**src/rtl/integrator_sample_frontend.sv**
```systemverilog
// integrator_sample_frontend
//
// Upstream stage of the integrator peripheral. Collects samples from either the
// external PMOD pins (synchronised, rising-edge detected strobe) or from the
// internal source (CPU register writes and a programmable periodic timer),
// buffers them in a small FIFO and hands them to the integrator core as a
// single-cycle sample_strobe / sample_out pair. Samples that find the FIFO full
// are dropped, counted (saturating) and flagged with a sticky overrun bit.
//
// Ports:
//   clk, rst_n             system clock, asynchronous active-low reset
//   ext_strobe/enable/data external pins (asynchronous to clk)
//   mode_ext               1 = external source, 0 = internal source
//   reg_enable             integrator enable used in internal mode
//   reg_sample, reg_write  internal sample value and its write pulse
//   timer_enable/period    periodic internal sampling, tick every period+1 cycles
//   out_ready              downstream may accept a sample
//   flush                  synchronous clear of FIFO and prescaler
//   clear_flags            clears overrun and drop_count
//   sample_strobe/out      one-cycle sample valid and its data
//   enable_out             registered integrator enable
//   fifo_level             current FIFO occupancy
//   overrun, drop_count    sticky drop flag and saturating drop counter

module integrator_sample_frontend #(
    parameter int IN_W        = 8,
    parameter int FIFO_DEPTH  = 4,
    parameter int SYNC_STAGES = 2
) (
    input  logic                          clk,
    input  logic                          rst_n,
    input  logic                          ext_strobe,
    input  logic                          ext_enable,
    input  logic [5:0]                    ext_data,
    input  logic                          mode_ext,
    input  logic                          reg_enable,
    input  logic [IN_W-1:0]               reg_sample,
    input  logic                          reg_write,
    input  logic                          timer_enable,
    input  logic [7:0]                    timer_period,
    input  logic                          out_ready,
    input  logic                          flush,
    input  logic                          clear_flags,
    output logic                          sample_strobe,
    output logic [IN_W-1:0]               sample_out,
    output logic                          enable_out,
    output logic [$clog2(FIFO_DEPTH):0]   fifo_level,
    output logic                          overrun,
    output logic [7:0]                    drop_count
);

    localparam int PTR_W = $clog2(FIFO_DEPTH);
    localparam int LVL_W = PTR_W + 1;

    logic [SYNC_STAGES-1:0]      strobe_sync_q, strobe_sync_d;
    logic [SYNC_STAGES-1:0]      enable_sync_q, enable_sync_d;
    logic [SYNC_STAGES-1:0][5:0] data_sync_q, data_sync_d;
    logic                        strobe_prev_q, strobe_prev_d;
    logic                        mode_q, mode_d;
    logic [7:0]                  presc_q, presc_d;
    logic [IN_W-1:0]             mem_q [FIFO_DEPTH];
    logic [IN_W-1:0]             mem_d [FIFO_DEPTH];
    logic [PTR_W-1:0]            wr_ptr_q, wr_ptr_d;
    logic [PTR_W-1:0]            rd_ptr_q, rd_ptr_d;
    logic [LVL_W-1:0]            level_q, level_d;
    logic                        sample_strobe_q, sample_strobe_d;
    logic [IN_W-1:0]             sample_out_q, sample_out_d;
    logic                        enable_out_q, enable_out_d;
    logic                        overrun_q, overrun_d;
    logic [7:0]                  drop_count_q, drop_count_d;

    logic            strobe_s, enable_s;
    logic [5:0]      data_s;
    logic            clr, timer_run, tick, push, pop, push_ok, drop, full;
    logic [IN_W-1:0] push_data;

    assign strobe_s = strobe_sync_q[SYNC_STAGES-1];
    assign enable_s = enable_sync_q[SYNC_STAGES-1];
    assign data_s   = data_sync_q[SYNC_STAGES-1];

    always_comb begin
        strobe_sync_d = {strobe_sync_q[SYNC_STAGES-2:0], ext_strobe};
        enable_sync_d = {enable_sync_q[SYNC_STAGES-2:0], ext_enable};
        data_sync_d   = data_sync_q;
        data_sync_d[0] = ext_data;
        for (int i = 1; i < SYNC_STAGES; i++) begin
            data_sync_d[i] = data_sync_q[i-1];
        end

        // Tracking the synced strobe every cycle also covers a mode switch:
        // a strobe already high when entering external mode is not an edge.
        strobe_prev_d = strobe_s;
        mode_d        = mode_ext;

        // A source switch invalidates whatever was queued from the old source.
        clr = flush | (mode_ext != mode_q);

        timer_run = timer_enable & ~mode_ext;
        tick      = timer_run & (presc_q == timer_period);
        if (clr || !timer_run || tick) begin
            presc_d = 8'd0;
        end else begin
            presc_d = presc_q + 8'd1;
        end

        push      = mode_ext ? (strobe_s & ~strobe_prev_q) : (reg_write | tick);
        push_data = mode_ext ? IN_W'(data_s) : reg_sample;

        full    = (level_q == LVL_W'(FIFO_DEPTH));
        pop     = (level_q != '0) & out_ready;
        push_ok = push & ~clr & (~full | pop);
        drop    = push & ~clr & full & ~pop;

        mem_d = mem_q;
        if (push_ok) begin
            mem_d[wr_ptr_q] = push_data;
        end

        if (clr) begin
            wr_ptr_d = '0;
            rd_ptr_d = '0;
            level_d  = '0;
        end else begin
            wr_ptr_d = wr_ptr_q + PTR_W'(push_ok);
            rd_ptr_d = rd_ptr_q + PTR_W'(pop);
            level_d  = level_q + LVL_W'(push_ok) - LVL_W'(pop);
        end

        sample_strobe_d = pop;
        sample_out_d    = pop ? mem_q[rd_ptr_q] : sample_out_q;
        enable_out_d    = mode_ext ? enable_s : reg_enable;

        if (clear_flags) begin
            overrun_d    = drop;
            drop_count_d = {7'd0, drop};
        end else begin
            overrun_d    = overrun_q | drop;
            drop_count_d = (drop && drop_count_q != 8'hFF) ? drop_count_q + 8'd1 : drop_count_q;
        end
    end

    always_ff @(posedge clk or negedge rst_n) begin
        if (!rst_n) begin
            strobe_sync_q   <= '0;
            enable_sync_q   <= '0;
            data_sync_q     <= '0;
            strobe_prev_q   <= 1'b0;
            mode_q          <= 1'b0;
            presc_q         <= 8'd0;
            for (int i = 0; i < FIFO_DEPTH; i++) begin
                mem_q[i] <= '0;
            end
            wr_ptr_q        <= '0;
            rd_ptr_q        <= '0;
            level_q         <= '0;
            sample_strobe_q <= 1'b0;
            sample_out_q    <= '0;
            enable_out_q    <= 1'b0;
            overrun_q       <= 1'b0;
            drop_count_q    <= 8'd0;
        end else begin
            strobe_sync_q   <= strobe_sync_d;
            enable_sync_q   <= enable_sync_d;
            data_sync_q     <= data_sync_d;
            strobe_prev_q   <= strobe_prev_d;
            mode_q          <= mode_d;
            presc_q         <= presc_d;
            mem_q           <= mem_d;
            wr_ptr_q        <= wr_ptr_d;
            rd_ptr_q        <= rd_ptr_d;
            level_q         <= level_d;
            sample_strobe_q <= sample_strobe_d;
            sample_out_q    <= sample_out_d;
            enable_out_q    <= enable_out_d;
            overrun_q       <= overrun_d;
            drop_count_q    <= drop_count_d;
        end
    end

    assign sample_strobe = sample_strobe_q;
    assign sample_out    = sample_out_q;
    assign enable_out    = enable_out_q;
    assign fifo_level    = level_q;
    assign overrun       = overrun_q;
    assign drop_count    = drop_count_q;

endmodule

```
**config.mk**
```make
export PLATFORM = sky130hd
export DESIGN_NAME = integrator_sample_frontend
export DESIGN_NICKNAME = d
export VERILOG_FILES = /design/src/rtl/integrator_sample_frontend.sv
export SDC_FILE = /design/constraint.sdc
export NUM_CORES = 1
export LEC_CHECK = 0
export BUFFER_PORTS_ARGS = -buffer_cell sky130_fd_sc_hd__buf_2
export CAP_MARGIN = 0
export CORE_MARGIN = 5
export CORE_UTILIZATION = 50
export CTS_CLUSTER_DIAMETER = 50
export DETAILED_ROUTE_END_ITERATION = 16
export PLACE_DENSITY = 0.69
export SYNTH_ARGS = -nofsm -noshare
export SYNTH_HDL_FRONTEND = slang
export SYNTH_SLANG_ARGS = --single-unit
export TNS_END_PERCENT = 50
```
**constraint.sdc**
```tcl
create_clock -name clk -period 3.63 [get_ports clk]
set_clock_uncertainty 0.2 [all_clocks]
set_input_delay 0.1815 -clock clk [delete_from_list [all_inputs] [get_ports clk]]
set_output_delay 0.1815 -clock clk [all_outputs]
set_load 0.01 [all_outputs]
```
==> reports/metrics.cfg <==
[clocking]
cts_tree = built
cts_htree_levels = 3
clkLatencyLatePin_ns = 0.35
clockBufferDepth = 2
clkTransAtPathRegs_ns = 0.08
cts_made_buffers = 9
post_cts_resized = 0
clk_root_buffer_cell = clkbuf_8
cts.sinks = 84

[detailed_routing]
drtIter0Drc = 82
wl_per_cell_um = 15.4
via_per_inst = 5.23
vias = 2312
drt_first_pass_iters = 4
drc = 0
wl_um = 6810
ant_nets = 0

[timing]
rsz0062_at_grt = no
finalCriticalPeriod_ns = 3.12
fmax_ghz = 0.320
worst_pin_slew_ns = 1.04
slew_viol_final = 0
finalSetupTns_ns = 0
period_share = 0.860
finalSetupViolCount = 0
hold_violations = 0
maxSlewHeadroom = 0.307

[yosys]
seq_area_frac_synth = 0.570
synth.distinct_cells = 42
synth_warnings = 0
syn-instance-count = 269
synth_area_um2 = 3690
mappedNetlistNets = 309
synthArstFlopShare = 1.00
synth_ff_type = dfrtp_1
synth_seq_cells = 84
syn_avg_cell_area_um2 = 13.7
synth_edf_count = 0

[floorplan]
core_area_um2 = 7210
placementRows = 31
floorplan.initialDensity = 0.511
die_area_um2 = 9190
pin_count = 55
fp.dieW_um = 95.9
die_height_um = 95.9

[finish]
fin_cells = 442
seq_area_um2 = 2100
multiInputGateArea_um2 = 1520
n_fill_cell = 582
syn_to_final_growth_pct = 19.3
nets = 379
drive_above_1_share = 0.362
antennaDiodeCount = 0

[global_route]
grt_usage = 0.171
grt_pass1_vias = 2437
antenna_found_initial = 0
grt_pass1_wl_um = 11800
overflow = 0
grt_start_max_net_pins = 85

[place]
dpl.hpwl_um = 4520
dp_cells = 415
place.port_buffers = 54
gp_congestion = 0.822

[setup_path]
cpMaxStageDelayCell = dlygate4sd3_1
cp_data_arrival_time_ns = 3.15
crit_buf_inv = 4
critPathMaxStageDelay_ns = 0.52
path_max_fanout = 15
critical_path_class = in -> reg
worstSetupEndpointType = flip-flop
critPathTopFamily = buffers and inverters
worst_setup_path_start_kind = primary input
critPathRequiredTime_ns = 3.66
path_cells = dlygate4sd3_1, buf_2, nand4b_1, a21oi_1, and2_1, nand2_1, ha_1, inv_1, ha_1, inv_1, fa_1, xor2_1, xnor2_1, nor2_1

[status]
status = complete, no violations

[pwr]
powerDensity_nw_per_um2 = 467
peakVddDrop_v = 0.000349
p_leak_nw = 2.11
p_total_mw = 2.06

[job]
drv_cap = 0

[hold_path]
hp-class = in -> reg

stage by stage:
step	instance area [um^2]	worst slack (ns)	hold WS (ns)	utilization
3_5_place_dp	4060	0.605	0.0909	0.562
5_1_grt	4400	0.292	0.0422	0.610
3_3_place_gp	4060	0.683	0.0899	0.562
6_report	4400	0.510	0.0283	0.610
4_1_cts	4400	0.494	0.00691	0.610
2_1_floorplan	3690	0.648	-0.314	-
state kept, by name (all words and copies together) (netlist names):
name,flops
mem_q,32
drop_count,8
presc_q,8
sample_out,8
data_s,6
data_sync_d,6
fifo_level,3
enable_sync_q,2
rd_ptr_q,2
strobe_sync_q,2
wr_ptr_q,2
enable_out,1
mode_q,1
overrun,1
sample_strobe,1
strobe_prev_q,1
placed cells by master, fill, tap and decap left out, drive strengths merged, types with 4 or more instances in the layout:
| master | instances |
|---|---|
| a21oi | 7 |
| and2 | 4 |
| buf | 55 |
| clkbuf | 10 |
| dfrtp | 84 |
| dlygate4sd3 | 12 |
| ha | 6 |
| inv | 10 |
| mux2 | 48 |
| mux4 | 8 |
| nand2 | 7 |
| nand3 | 8 |
| nand4 | 4 |
| nor2 | 17 |
| nor2b | 4 |
| o31ai | 4 |
| xnor2 | 6 |
| xor2 | 12 |
metal layers:
| metal | global-route usage | wire (um) |
|---|---|---|
| met1 | 0.224 | 3050 |
| met2 | 0.279 | 3370 |
| met3 | 0.0328 | 274 |
| met4 | 0.0746 | 115 |
| met5 | 0 | 0 |
cells by family (layout without fill, tap and decap cells):
logic type                 Yosys count  count (layout)  share of synthesized area
AOI/OAI and AO/OA                   21              21                     0.0417
xor gates and xnor gates            18              18                     0.0427
adders and majority gates            7               7                     0.0258
buffers and inverters               17              91                     0.0187
DFF                                 84              84                      0.570
muxes                               56              56                      0.195
and+or+nand+nor                     66              66                      0.106
what timing repair did:
item,in CTS,in global routing
hold endpoints to repair,101,0
buffers inserted,0,0
hold buffers,12,0
worst reg2reg max path: cells and delay by family (launching register included):
kind                       cells  cell delay (ns)
adders and majority gates      3             0.77
and+or+nand+nor                3             0.54
xor gates and xnor gates       3             0.49
DFF                            1             0.42
AOI/OAI and AO/OA              1             0.41
buffers and inverters          2             0.10
path summary, 6_finish.rpt:
check	start	cells past startpoint	to	slack (ns)
max	mode_ext	14	fifo_level[2]	0.51
min	flush	4	drop_count[1]	0.03
max reg2reg	presc_q[6]	12	fifo_level[2]	0.58
min reg2reg	enable_sync_q[0]	0	enable_sync_q[1]	0.15
max in group asynchronous	rst_n	2	fifo_level[1]	2.20
min in group asynchronous	rst_n	2	drop_count[1]	0.33
cell type report:
class                   count  share of cell area
clock buffers              10              0.0313
clock inverters             5              0.0191
inverters                   9             0.00768
multi-input cells         168               0.345
flip-flops and latches     84               0.478
well taps                  99              0.0282
repair buffers             67              0.0910
cells in the mapped netlist, types with 4 or more instances:
library cell,n,area share
nand4_1,4,0.0068
inv_1,9,0.0092
ha_1,6,0.020
xor2_1,12,0.028
buf_2,4,0.0054
mux4_2,8,0.049
nand2_1,6,0.0061
dfrtp_1,84,0.57
a21oi_1,7,0.0095
xnor2_1,6,0.014
nor2b_1,4,0.0068
o31ai_1,4,0.0081
mux2_1,12,0.037
nand3_1,8,0.011
nor2_1,17,0.017
mux2_2,36,0.11
and2_1,4,0.0068
power breakdown:
part / internal (mW) / switching [mW]
logic: 0.142 / 0.118
registers: 1.02 / 0.0403
clock network: 0.405 / 0.331
total: 1.57 / 0.489
Note: power is estimated with default switching activity, not from simulation.
